--- src/rtl/fnd_scan_controller.sv ---
// Multiplexed common-anode 7-segment scan controller with a sequential
// binary-to-BCD converter, leading-zero blanking, decimal points and overflow dashes.
module fnd_scan_controller #(
  parameter int NUM_DIGITS = 4,
  parameter int DATA_WIDTH = 14,
  parameter int SCAN_DIV   = 100000
) (
  input  logic                  i_clk,
  input  logic                  i_reset,
  input  logic [DATA_WIDTH-1:0] i_data,
  input  logic                  i_load,
  input  logic                  i_blank_lz,
  input  logic [NUM_DIGITS-1:0] i_dp,
  output logic                  o_busy,
  output logic                  o_overflow,
  output logic [NUM_DIGITS-1:0] o_digitSelect,
  output logic [7:0]            o_fndFont
);

  localparam int BCD_W = 4 * NUM_DIGITS;
  localparam int IDX_W = (NUM_DIGITS > 1) ? $clog2(NUM_DIGITS) : 1;
  localparam int PS_W  = $clog2(SCAN_DIV);
  localparam int CNT_W = $clog2(DATA_WIDTH + 1);

  function automatic logic [39:0] pow10(input int unsigned n);
    logic [39:0] p;
    p = 40'd1;
    for (int unsigned i = 0; i < n; i++) p = p * 40'd10;
    return p;
  endfunction

  localparam logic [39:0]           LIMIT   = pow10(NUM_DIGITS);
  localparam logic [NUM_DIGITS-1:0] SEL_ONE = NUM_DIGITS'(1);

  logic [PS_W-1:0]       prescaler;
  logic [IDX_W-1:0]      digit_idx;
  logic [CNT_W-1:0]      iter_cnt;
  logic [DATA_WIDTH-1:0] bin_reg;
  logic [BCD_W-1:0]      bcd_work;
  logic [BCD_W-1:0]      bcd_adj;
  logic [BCD_W-1:0]      bcd_next;
  logic [BCD_W-1:0]      display_bcd;
  logic                  ovf_pending;
  logic [NUM_DIGITS-1:0] blank_vec;
  logic                  zero_run;
  logic [3:0]            cur_nib;
  logic [7:0]            seg;
  logic [7:0]            font_next;

  // One shift-add-3 step; nibbles only carry upward, so truncating the top
  // of an overflowing value never corrupts the digits kept.
  always_comb begin
    bcd_adj = '0;
    for (int unsigned k = 0; k < NUM_DIGITS; k++) begin
      if (bcd_work[k*4 +: 4] >= 4'd5) bcd_adj[k*4 +: 4] = bcd_work[k*4 +: 4] + 4'd3;
      else                            bcd_adj[k*4 +: 4] = bcd_work[k*4 +: 4];
    end
    bcd_next = {bcd_adj[BCD_W-2:0], bin_reg[DATA_WIDTH-1]};
  end

  always_ff @(posedge i_clk) begin
    if (i_reset) begin
      o_busy      <= 1'b0;
      o_overflow  <= 1'b0;
      iter_cnt    <= '0;
      bin_reg     <= '0;
      bcd_work    <= '0;
      ovf_pending <= 1'b0;
      display_bcd <= '0;
    end else if (!o_busy) begin
      if (i_load) begin
        o_busy      <= 1'b1;
        bin_reg     <= i_data;
        bcd_work    <= '0;
        iter_cnt    <= CNT_W'(DATA_WIDTH);
        ovf_pending <= (40'(i_data) >= LIMIT);
      end
    end else begin
      bin_reg  <= bin_reg << 1;
      bcd_work <= bcd_next;
      iter_cnt <= iter_cnt - CNT_W'(1);
      if (iter_cnt == CNT_W'(1)) begin
        o_busy      <= 1'b0;
        display_bcd <= bcd_next;
        o_overflow  <= ovf_pending;
      end
    end
  end

  // Digit k blanks when it and every higher digit are zero; digit 0 never blanks.
  always_comb begin
    zero_run  = 1'b1;
    blank_vec = '0;
    for (int unsigned k = NUM_DIGITS - 1; k >= 1; k--) begin
      zero_run     = zero_run && (display_bcd[k*4 +: 4] == 4'd0);
      blank_vec[k] = i_blank_lz && zero_run;
    end
  end

  always_comb begin
    cur_nib = display_bcd[int'(digit_idx)*4 +: 4];
    case (cur_nib)
      4'd0:    seg = 8'hC0;
      4'd1:    seg = 8'hF9;
      4'd2:    seg = 8'hA4;
      4'd3:    seg = 8'hB0;
      4'd4:    seg = 8'h99;
      4'd5:    seg = 8'h92;
      4'd6:    seg = 8'h82;
      4'd7:    seg = 8'hF8;
      4'd8:    seg = 8'h80;
      4'd9:    seg = 8'h90;
      default: seg = 8'hFF;
    endcase
    if (o_overflow)                font_next = 8'hBF;
    else if (blank_vec[digit_idx]) font_next = 8'hFF;
    else                           font_next = seg;
    if (i_dp[digit_idx]) font_next[7] = 1'b0;
  end

  always_ff @(posedge i_clk) begin
    if (i_reset) begin
      prescaler     <= '0;
      digit_idx     <= '0;
      o_digitSelect <= '1;
      o_fndFont     <= 8'hFF;
    end else begin
      o_digitSelect <= ~(SEL_ONE << digit_idx);
      o_fndFont     <= font_next;
      if (prescaler == PS_W'(SCAN_DIV - 1)) begin
        prescaler <= '0;
        if (digit_idx == IDX_W'(NUM_DIGITS - 1)) digit_idx <= '0;
        else                                     digit_idx <= digit_idx + IDX_W'(1);
      end else begin
        prescaler <= prescaler + PS_W'(1);
      end
    end
  end

endmodule

--- config.mk ---
export PLATFORM = sky130hd
export DESIGN_NAME = fnd_scan_controller
export DESIGN_NICKNAME = d
export VERILOG_FILES = /design/src/rtl/fnd_scan_controller.sv
export SDC_FILE = /design/constraint.sdc
export NUM_CORES = 1
export LEC_CHECK = 0
export BUFFER_PORTS_ARGS = -buffer_cell sky130_fd_sc_hd__buf_2
export CAP_MARGIN = 40
export CORE_AREA = 2 2 120 64
export CTS_CLUSTER_SIZE = 30
export DETAILED_ROUTE_END_ITERATION = 8
export DIE_AREA = 0 0 122 66
export GPL_ROUTABILITY_DRIVEN = 0
export PLACE_DENSITY = 0.78
export SYNTH_ARGS = -nofsm -noshare
export SYNTH_HDL_FRONTEND = slang
export SYNTH_SLANG_ARGS = --single-unit
--- constraint.sdc ---
create_clock -name i_clk -period 2.2 [get_ports i_clk]
set_clock_uncertainty 0.05 [all_clocks]
set_input_delay 0.33 -clock i_clk [delete_from_list [all_inputs] [get_ports i_clk]]
set_output_delay 0.33 -clock i_clk [all_outputs]
set_load 0.02 [all_outputs]
# After elaboration in Yosys (flattened, before gate mapping)
# Memory sizes are Yosys's and may differ from the RTL's.
# Cells that the tools add are included.
[op_classes]
multipliers = 0
shift = 2
magnitude_cmp = 6
add_sub_neg = 7
div_mod_pow = 0
bitwise = 2
n_eq_ne = 3
n_mux = 21
n_reduce_logical = 14
[ops]
columns = ["op", "count"]
rows = [
  ["$mux 16", 2],
  ["$mux 14", 2],
  ["$mux 4", 5],
  ["$add 17x1->17 const B", 1],
  ["$eq 17x17->1 const B", 1],
  ["$ge 4x3->1 const B", 4],
  ["$mux 8", 2],
  ["$shiftx 16x5->4", 1],
  ["$ge 14x14->1 const B", 1],
  ["$add 4x2->4 const B", 3],
  ["$logic_not 4->1", 3],
  ["$mux 1", 6],
  ["$logic_and 1x1->1", 5],
  ["$bmux 1 s2", 2],
  ["$eq 4x1->1 const B", 1],
  ["$not 4->4", 1],
  ["$reduce_and 2->1", 2],
  ["$reduce_or 2->1", 2],
  ["$shl 1x2->4 const A", 1],
  ["$sub 4x1->4 const B", 1],
  ["$add 3x2->3 const B", 1],
  ["$lt 2x3->1 const B", 1],
  ["$mux 3", 1],
  ["$reduce_or 3->1", 1],
  ["5 further kinds", 5],
]
[totals]
ff_bits = 84
out_inout_bits = 14
latch_bits = 0
mem_count = 1
romBits = 112
ram_bits = 0
[memory_table]
columns = ["memory", "depth", "word_bits", "rd", "rd_ports_with_merged_regs", "wr", "line_no", "rtl"]
rows = [
  ["(name not given)", 16, 7, 1, 0, 0, "102", "case (cur_nib)"],
]

# Longest topological paths before layout
# Gate-level depths: netlist of the first run.
[logic_depth]
depth_word = 9
ltp_mapped = 7
depth_no_buf = 7

# Least setup slack after synthesis of the first run
# No wires, ideal clock.
[synth_timing]
path_type = "register to register"
startpoint = "register digit_idx[0]"
endpoint = "register o_fndFont[4]"
t_arrival_ns = 1.733
required_ns = 2.026
setup_slack_ns = 0.293
path_stages_with_launch = 7
setup_time_ns = 0.124
path_cell_list = "dfxtp_1 -> buf_6 -> mux4_2 -> inv_1 -> ha_1 -> a211oi_1 -> a2111o_1"
[synth_via]
elab_chain_cells = 3
elab_cells_between_ends = 5
cone_classes = "1 x shift; 2 x mux; 1 x reduce/logical; 1 x memory"
[synth_rtl]
columns = ["element", "line_no", "rtl"]
rows = [
  ["from (decl)", "36", "logic [IDX_W-1:0] digit_idx;"],
  ["from (signal assigned)", "133", "else digit_idx <= digit_idx + IDX_W'(1);"],
  ["parallel branches: the longest is 3 deep, another holds $mem_v2 16x7", "n/a", ""],
  ["to (signal assigned)", "129", "o_fndFont <= font_next;"],
  ["to (decl)", "17", "output logic [7:0] o_fndFont"],
]
# Parallel ways; which one is timed is not known. The select of a mux whose other input is x is not followed.
# A chain may end at the register's enable or synchronous reset.

# Worst setup path in the final report of the first run
# Same ends and word-level chain as after synthesis.

==> flow_summary.json, run 1 <==
{
  "reg2reg_from": "digit_idx[0]",
  "maxCapViolCount": 0,
  "power.leakage_nw": 1.82,
  "stdcell_area_mm2": 0.00455,
  "cts-resized-gates": 0,
  "final_util_pct": 64.8,
  "ys_types": 42,
  "peakVddDrop_mv": 0.392,
  "setup_viol": 0,
  "p_sw_share_pct": 22.6,
  "worst-path-buf-inv": 1,
  "worst_slew_pin_slew_ps": 659,
  "grt_max_degree": 29,
  "end_kind": "flip-flop",
  "cts_hold_buffers": 0,
  "die_h_um": 66,
  "async_flop_share_pct": 0,
  "regMostFlops": "prescaler",
  "cts_buffer_depth": 2,
  "hold_class": "in2reg",
  "first_global_vias": 3056,
  "port_buffers": 35,
  "ys_seq_area_share_pct": 42.3,
  "synth-seq-cells": 84,
  "syn_avg_cell_area_um2": 8.56,
  "mappedNetlistNets": 507,
  "top_regs": "prescaler: 17 flops, bcd_work: 16 flops, display_bcd: 16 flops",
  "yosys.area.top_type_share_pct": 42.3,
  "cts_inserted_buffers": 9,
  "yosys-top-cells-count": "84 x dfxtp_1, 72 x nor2_1, 51 x a21oi_1",
  "hold_start": "i_data[0]",
  "die_area_mm2": 0.00805,
  "fin_crit_sh_pct": 92.7,
  "num_rows": 22,
  "antenna_found_initial": 0,
  "dp_hpwl_mm": 5.91,
  "whs_ps": 244,
  "place_inst": 579,
  "tritoncts": "built",
  "critPathSlowestCell": "mux4_2",
  "fin_nets": 536,
  "n_antenna_cell": 0,
  "rsz0062_at_grt": "no",
  "wire_per_inst_um": 14.0,
  "p_int_w": 0.00259,
  "grt_pass1_wl_mm": 14.2,
  "cp_max_fo": 5,
  "finalHoldViolations": 0,
  "core_area_mm2": 0.00702,
  "clock-root-buffer": "clkbuf_16",
  "fin_cells": 595,
  "crit_chain": "mux4_2 > inv_1 > ha_1 > a211oi_1 > a2111o_1",
  "drtAntennaViolNets": 0,
  "chipWidth_um": 122,
  "crit_type": "reg2reg",
  "syn_inst": 465,
  "yosys.area.top_type": "dfxtp_1",
  "clk_pin_slew_worst_paths_ps": 60,
  "synth.most_common_cell": "dfxtp_1",
  "arrival_ps": 2210,
  "synth-edff-count": 0,
  "placed_area_mm2": 0.00425,
  "largest_reg_flops": 17,
  "power.clock.fraction_pct": 45.5,
  "slew_viol_final": 0,
  "crit_start": "digit_idx[0]",
  "drt_iter0_markers": 210,
  "cts_setup_buffers": 0,
  "clock.fmax_ghz": 0.491,
  "drtPass1Iterations": 4,
  "crit_required_ps": 2370,
  "area_growth_pct": 14.3,
  "grt_usage_pct": 22.7,
  "clk_latency_ps": 340,
  "netlist_area_mm2": 0.00398,
  "viasPerCell": 5.47,
  "cp-start-kind": "flip-flop",
  "relSlewSlack_pct": 55.7,
  "drc_errors": 0,
  "wl_mm": 8.34,
  "ys.flop_type": "dfxtp_1",
  "switching_power_w": 0.000754,
  "p_per_area_mw_per_mm2": 735,
  "finalCriticalPeriod_ps": 2040,
  "fillers": 602,
  "status": "complete, no violations",
  "comb_power_share_pct": 6.7,
  "cpPeakStageDelay_ps": 600,
  "layout-drive-gt1-share_pct": 14.2,
  "grt-ovfl-total": 0,
  "yosys_warnings": 0,
  "cts_htree_levels": 3,
  "io_pins": 36,
  "synth_area_leaders": "dfxtp_1 42%, nor2_1 6.8%, a21oi_1 6.4%",
  "power_frac_seq_pct": 47.9,
  "clock-sinks": 84,
  "setup_tns_ps": 0,
  "initial_utilization_pct": 56.7,
  "crit_family": "multiplexers",
  "num_vias": 3254
}
## stage by stage
step                      worst slack, ps  power [W]
after detailed placement              184    0.00186
final                                 161    0.00334
after floorplan                       293    0.00178
after CTS                             149    0.00336
after global placement                287    0.00185
after global routing                 44.3    0.00347
## power groups by stage
stage	sequential (W)	combinational [W]	clock [W]
after global routing	0.00160	0.000251	0.00161
after global placement	0.00163	0.000216	0
after CTS	0.00160	0.000225	0.00154
after floorplan	0.00163	0.000151	0
after detailed placement	0.00163	0.000223	0
final	0.00160	0.000224	0.00152
## worst register-to-register path: stages (launching register included)
cell and delay [ps]:
dfxtp_1 470, mux4_2 600, inv_1 130, ha_1 190, a211oi_1 80, a2111o_1 390
## logic make-up after synthesis
kind of cell	count (synthesis)	synth area share [%]
and+or+nand+nor	185	21.8
xor gates and xnor gates	17	3.74
adders and majority gates	20	6.29
muxes	28	8.74
DFF	84	42.3
buffers and inverters	46	4.75
AOI/OAI and AO/OA	85	12.4
## cell type report
class                           instances  area [µm²]  area share, %
Clock buffer                           11         253           5.56
Inverter                               19        71.3           1.57
Timing Repair Buffer                   45         263           5.78
Multi-Input combinational cell        335        2110           46.4
Clock inverter                          5        50.0           1.10
Tap cell                               96         120           2.64
Sequential cell                        84        1680           37.0
## path summary, 6_finish.rpt
check              endpoint  slack (ps)  cells past startpoint
max            o_fndFont[4]         160                      5
min              bin_reg[0]         240                      3
max reg2reg    o_fndFont[4]         160                      5
min reg2reg  display_bcd[2]         420                      2
## placed cells by master, fill, tap and decap left out, types with 2 or more instances in the layout
master,synthesis,routed
a211oi_1,4,4
a21oi_1,51,51
a311oi_1,6,6
and3_1,5,5
and4_1,2,2
buf_2,1,35
buf_4,0,9
clkbuf_16,0,9
clkbuf_8,0,2
clkinv_2,0,4
dfxtp_1,84,83
ha_1,20,20
inv_1,19,19
mux2i_1,22,22
mux4_2,4,4
nand2_1,43,43
nand2b_1,13,13
nand3_1,8,8
nand4_1,7,7
nor2_1,72,72
nor3_1,15,15
nor3b_1,8,8
nor4_1,4,4
o21ai_0,13,13
o21ai_1,4,4
or3_1,2,2
xnor2_1,5,5
xor2_1,12,12
## routing by layer
layer	global-route usage (%)	up-vias	part of all wire, %
met1	30.0	1507	49
met4	8.19	0	1.5
li1	-	1653	-
met3	6.47	17	5.9
met2	35.8	77	43
met5	0	-	0
(Power assumes the default switching activity.)
==> run 2: changes to the inputs <==
--- a/config.mk
+++ b/config.mk
@@ -7,12 +7,12 @@
 export LEC_CHECK = 0
 export BUFFER_PORTS_ARGS = -buffer_cell sky130_fd_sc_hd__buf_2
 export CAP_MARGIN = 40
-export CORE_AREA = 2 2 120 64
+export CORE_AREA = 2 2 119 63
 export CTS_CLUSTER_SIZE = 30
 export DETAILED_ROUTE_END_ITERATION = 8
-export DIE_AREA = 0 0 122 66
+export DIE_AREA = 0 0 121 65
 export GPL_ROUTABILITY_DRIVEN = 0
-export PLACE_DENSITY = 0.78
+export PLACE_DENSITY = 0.8
 export SYNTH_ARGS = -nofsm -noshare
 export SYNTH_HDL_FRONTEND = slang
 export SYNTH_SLANG_ARGS = --single-unit
==> constraint.sdc (replaced) <==
create_clock -name i_clk -period 2.4 [get_ports i_clk]
set_clock_uncertainty 0.05 [all_clocks]
set_input_delay 0.36 -clock i_clk [delete_from_list [all_inputs] [get_ports i_clk]]
set_output_delay 0.36 -clock i_clk [all_outputs]
set_load 0.02 [all_outputs]
==> flow_summary.json, run 2 (synthesized netlist as in run 1, its figures left out) <==
{
  "arrival_ps": 2160,
  "cts_htree_levels": 3,
  "setup_tns_ps": 0,
  "cts-resized-gates": 0,
  "viasPerCell": 5.46,
  "largest_reg_flops": 17,
  "layout_common_cells": "83 x dfxtp_1, 72 x nor2_1, 51 x a21oi_1",
  "dp_slack_ps": 398,
  "num_rows": 22,
  "crit_type": "reg2reg",
  "cts_setup_buffers": 0,
  "cpPeakStageDelay_ps": 660,
  "clk_pin_slew_worst_paths_ps": 60,
  "fin_nets": 532,
  "end_kind": "flip-flop",
  "io_pins": 36,
  "slew_viol_final": 0,
  "rsz0062_at_grt": "no",
  "antenna_found_initial": 0,
  "final_util_pct": 64.9,
  "finalCriticalPeriod_ps": 2000,
  "regMostFlops": "prescaler",
  "relSlewSlack_pct": 48.1,
  "drtPass1Iterations": 4,
  "drtAntennaViolNets": 0,
  "die_area_mm2": 0.00787,
  "wl_mm": 8.18,
  "layout-drive-gt1-share_pct": 13.5,
  "critPathSlowestCell": "mux4_2",
  "maxCapViolCount": 0,
  "finalHoldViolations": 0,
  "clk_latency_ps": 340,
  "clock.fmax_ghz": 0.500,
  "placed_area_mm2": 0.00420,
  "core_area_mm2": 0.00696,
  "port_buffers": 35,
  "cp-start-kind": "flip-flop",
  "cts_buffer_depth": 2,
  "chipWidth_um": 121,
  "clock-root-buffer": "clkbuf_16",
  "grt_pass1_wl_mm": 14.0,
  "cp_max_fo": 9,
  "dp_hpwl_mm": 5.60,
  "n_antenna_cell": 0,
  "stdcell_area_mm2": 0.00452,
  "top_regs": "prescaler: 17 flops, bcd_work: 16 flops, display_bcd: 16 flops",
  "crit_required_ps": 2560,
  "fillers": 575,
  "setup_viol": 0,
  "clock-sinks": 84,
  "die_h_um": 65,
  "fin_ws_ps": 401,
  "mostFrequentLayoutCell": "dfxtp_1",
  "first_global_vias": 3025,
  "p_per_area_mw_per_mm2": 691,
  "cts_hold_buffers": 0,
  "status": "complete, no violations",
  "drt_iter0_markers": 146,
  "grt_max_degree": 56,
  "grt-ovfl-total": 0,
  "crit_chain": "mux4_2 > or2_4 > a211oi_4 > o21ai_1",
  "worst_slew_pin_slew_ps": 779,
  "drc_errors": 0,
  "power.leakage_nw": 1.79,
  "grt_usage_pct": 22.9,
  "tritoncts": "built",
  "hold_class": "in2reg",
  "area_growth_pct": 13.6,
  "cts_inserted_buffers": 9,
  "initial_utilization_pct": 57.2,
  "peakVddDrop_mv": 0.512,
  "num_vias": 3226,
  "wire_per_inst_um": 13.8,
  "fin_crit_sh_pct": 83.3
}
run 2: report_power, final:
part	switching, W	internal, W
registers	0.0000242	0.00143
clock network	0.000556	0.000906
logic	0.000126	0.0000793
total	0.000706	0.00242
run 2: routing by layer:
| layer | share of wire [%] | up-vias | global-route usage [%] | routed length (µm) |
|---|---|---|---|---|
| li1 | - | 1643 | - | - |
| met1 | 49 | 1497 | 30.1 | 4010 |
| met2 | 44 | 78 | 35.4 | 3590 |
| met3 | 6.2 | 8 | 8.36 | 505 |
| met4 | 0.94 | 0 | 6.98 | 77 |
| met5 | 0 | - | 0 | 0 |
run 2: worst paths after layout:
path                     start      endpoint  slack, ps  cells after the start
setup / recovery  digit_idx[0]  o_fndFont[0]        400                      4
hold / removal       i_data[0]    bin_reg[0]        270                      3
setup reg to reg  digit_idx[0]  o_fndFont[0]        400                      4
hold reg to reg    ovf_pending    o_overflow        420                      2
run 2: area by class of cell:
type	count	area, µm²	share of cell area, %
Multi-Input combinational cell	335	2110	46.7
Sequential cell	84	1680	37.2
Clock buffer	9	225	4.98
Timing Repair Buffer	41	220	4.87
Tap cell	96	120	2.66
Clock inverter	7	91.3	2.02
Inverter	19	71.3	1.58
run 2: through the flow:
step / power [W] / hold WS [ps] / cells
detailed placement: 0.00169 / 409 / 575
global route: 0.00323 / 291 / 591
global placement: 0.00168 / 397 / 575
CTS: 0.00315 / 269 / 591
finish: 0.00312 / 274 / 591
floorplan: 0.00163 / 378 / 465
run 2: critical path, delay by kind of cell, from the launching register on:
| kind | cells | cell delay [ps] |
|---|---|---|
| AO/OA/AOI/OAI | 2 | 400 |
| AND/OR/NAND/NOR | 1 | 290 |
| flip-flops | 1 | 470 |
| multiplexers | 1 | 660 |
==> run 3: changes to the inputs <==
--- a/config.mk
+++ b/config.mk
@@ -5,12 +5,13 @@
 export SDC_FILE = /design/constraint.sdc
 export NUM_CORES = 1
 export LEC_CHECK = 0
+export ABC_AREA = 1
 export BUFFER_PORTS_ARGS = -buffer_cell sky130_fd_sc_hd__buf_2
 export CAP_MARGIN = 40
-export CORE_AREA = 2 2 119 63
+export CORE_AREA = 2 2 122 65
 export CTS_CLUSTER_SIZE = 30
 export DETAILED_ROUTE_END_ITERATION = 8
-export DIE_AREA = 0 0 121 65
+export DIE_AREA = 0 0 124 67
 export GPL_ROUTABILITY_DRIVEN = 0
 export PLACE_DENSITY = 0.8
 export SYNTH_ARGS = -nofsm -noshare
==> constraint.sdc (replaced) <==
create_clock -name i_clk -period 2 [get_ports i_clk]
set_clock_uncertainty 0.05 [all_clocks]
set_input_delay 0.3 -clock i_clk [delete_from_list [all_inputs] [get_ports i_clk]]
set_output_delay 0.3 -clock i_clk [all_outputs]
set_load 0.02 [all_outputs]
==> flow_summary.json, run 3 <==
{
  "wl_mm": 9.10,
  "regMostFlops": "prescaler",
  "drtPass1Iterations": 5,
  "drt_iter0_markers": 338,
  "first_global_vias": 3426,
  "async_flop_share_pct": 0,
  "reg2reg_to": "o_fndFont[6]",
  "fin_ws_ps": 247,
  "cp_max_fo": 8,
  "initial_utilization_pct": 59.1,
  "n_antenna_cell": 0,
  "layout_common_cells": "158 x nand2_1, 83 x inv_1, 83 x dfxtp_1",
  "status": "complete, no violations",
  "clock.fmax_ghz": 0.570,
  "reg2reg_depth": 10,
  "peakVddDrop_mv": 0.533,
  "layout-drive-gt1-share_pct": 13.8,
  "arrival_ps": 1940,
  "clock-sinks": 84,
  "crit_required_ps": 2180,
  "grt_max_degree": 29,
  "power.leakage_nw": 2.14,
  "antenna_found_initial": 0,
  "synth_compound_area_share_pct": 9.83,
  "drtAntennaViolNets": 0,
  "yosys.area.top_type_share_pct": 39.8,
  "min_to": "bin_reg[3]",
  "finalHoldViolations": 0,
  "synth_area_leaders": "dfxtp_1 40%, nand2_1 14%, nand3_1 7.7%",
  "cts_inserted_buffers": 9,
  "ys.flop_type": "dfxtp_1",
  "setup_viol": 0,
  "ys_seq_area_share_pct": 39.8,
  "cts_buffer_depth": 2,
  "mappedNetlistNets": 632,
  "fin_crit_sh_pct": 87.7,
  "end_kind": "flip-flop",
  "die_h_um": 67,
  "core_area_mm2": 0.00716,
  "timing.reg2reg.setup_slack_ps": 250,
  "num_vias": 3761,
  "dp_hpwl_mm": 6.70,
  "port_buffers": 35,
  "fin_nets": 667,
  "netlist_area_mm2": 0.00423,
  "cts_htree_levels": 3,
  "synth_top_family_by_area": "simple AND/OR/NAND/NOR gates",
  "grt_usage_pct": 24.5,
  "tritoncts": "built",
  "top_regs": "prescaler: 17 flops, bcd_work: 16 flops, display_bcd: 16 flops",
  "setup_tns_ps": 0,
  "clock-root-buffer": "clkbuf_16",
  "yosys_warnings": 0,
  "synth-seq-cells": 84,
  "p_per_area_mw_per_mm2": 785,
  "largest_reg_flops": 17,
  "synth_xor_area_share_pct": 1.66,
  "drc_errors": 0,
  "grt-ovfl-total": 0,
  "viasPerCell": 5.18,
  "whs_path_depth": 5,
  "dp_slack_ps": 235,
  "clk_pin_slew_worst_paths_ps": 60,
  "synthSimpleGateAreaFrac_pct": 32.0,
  "crit_type": "reg2reg",
  "synthAdderAreaFrac_pct": 5.92,
  "slew_viol_final": 0,
  "wire_per_inst_um": 12.5,
  "ys_types": 38,
  "synth-edff-count": 0,
  "relSlewSlack_pct": 66.2,
  "worst_slew_pin_slew_ps": 507,
  "hold_class": "in2reg",
  "yosys.area.top_type": "dfxtp_1",
  "clk_latency_ps": 340,
  "hold_start": "i_data[3]",
  "power_w": 0.00376,
  "synth.mux.area_fraction_pct": 0.533,
  "reg2reg_from": "digit_idx[1]",
  "io_pins": 36,
  "mostFrequentLayoutCell": "nand2_1",
  "die_area_mm2": 0.00831,
  "rsz0062_at_grt": "no",
  "area_growth_pct": 13.3,
  "syn_inst": 590,
  "yosys-top-cells-count": "158 x nand2_1, 84 x dfxtp_1, 83 x inv_1",
  "cp-start-kind": "flip-flop",
  "grt_pass1_wl_mm": 15.5,
  "num_rows": 22,
  "synth.most_common_cell": "nand2_1",
  "chipWidth_um": 124,
  "maxCapViolCount": 0,
  "finalCriticalPeriod_ps": 1750,
  "syn_avg_cell_area_um2": 7.17
}
## run 3: changes by cell type after synthesis, moves of 7 or more
cell	delta
nor3b_1	-8
nor3_1	-8
clkbuf_1	-15
nand2_1	+115
nand2b_1	-13
a21oi_1	-23
o211ai_1	+7
o21ai_0	+10
nand3_1	+57
inv_1	+64
nand2_2	+8
mux2i_1	-22
nor2_1	-36
## run 3: routing by layer
layer	track usage [%]	vias to the layer above	wire, µm
li1	-	1950	-
met1	34.6	1678	4590
met2	34.6	125	3650
met3	9.42	8	794
met4	6.32	0	71
met5	0	-	0
## run 3: how the worst max path moves through the flow
stage / startpoint / endpoint / slack [ps]
6_report: digit_idx[1] / o_fndFont[6] / 250
5_1_grt: digit_idx[1] / o_fndFont[6] / 9
4_1_cts: digit_idx[0] / o_fndFont[6] / 220
3_5_place_dp: digit_idx[0] / o_fndFont[6] / 240
3_3_place_gp: digit_idx[0] / o_fndFont[6] / 320
2_1_floorplan: digit_idx[1] / o_fndFont[6] / 350
## run 3: layout make-up
cell class	count	area, µm²
Clock buffer	11	243
Clock inverter	5	75.1
Fill cell	614	2370
Inverter	88	330
Multi-Input combinational cell	400	2110
Sequential cell	84	1680
Tap cell	96	120
Timing Repair Buffer	42	228
## run 3: cells by family (layout without fill, tap and decap cells)
| logic type | Yosys count | count (layout) |
|---|---|---|
| compound gates | 73 | 73 |
| xor+xnor | 8 | 8 |
| fa+ha+maj | 20 | 20 |
| buf+inv | 106 | 146 |
| flops | 84 | 84 |
| simple gates | 298 | 298 |
| mux | 1 | 1 |
## run 3: critical path: stages (launching register included)
cell	delay [ps]
dfxtp_1	380
inv_1	240
nand3_1	110
nand2_1	170
inv_1	100
ha_1	170
nand3b_1	170
nand3_1	100
nand2_1	50
nand2_1	50
nand2_1	40
## run 3: repair_timing
action / 4_1_cts / 5_1_grt
hold buffers: 0 / 0
buffers inserted: 0 / 0
gates resized for setup: 0 / 1
endpoints found under the setup margin: 0 / 1
## run 3: where the power goes
part | switching, W | internal (W)
clock | 0.000657 | 0.00112
sequential | 0.0000254 | 0.00172
combinational | 0.000156 | 0.0000810
## run 3: through the flow
stage / instance area (µm²) / utilization, % / hold WS (ps) / std cells
final: 4790 / 66.9 / 211 / 726
after global routing: 4790 / 66.9 / 231 / 726
after CTS: 4790 / 66.9 / 206 / 726
after detailed placement: 4470 / 62.4 / 402 / 710
after global placement: 4470 / 62.4 / 380 / 710
after floorplan: 4230 / - / 368 / 590
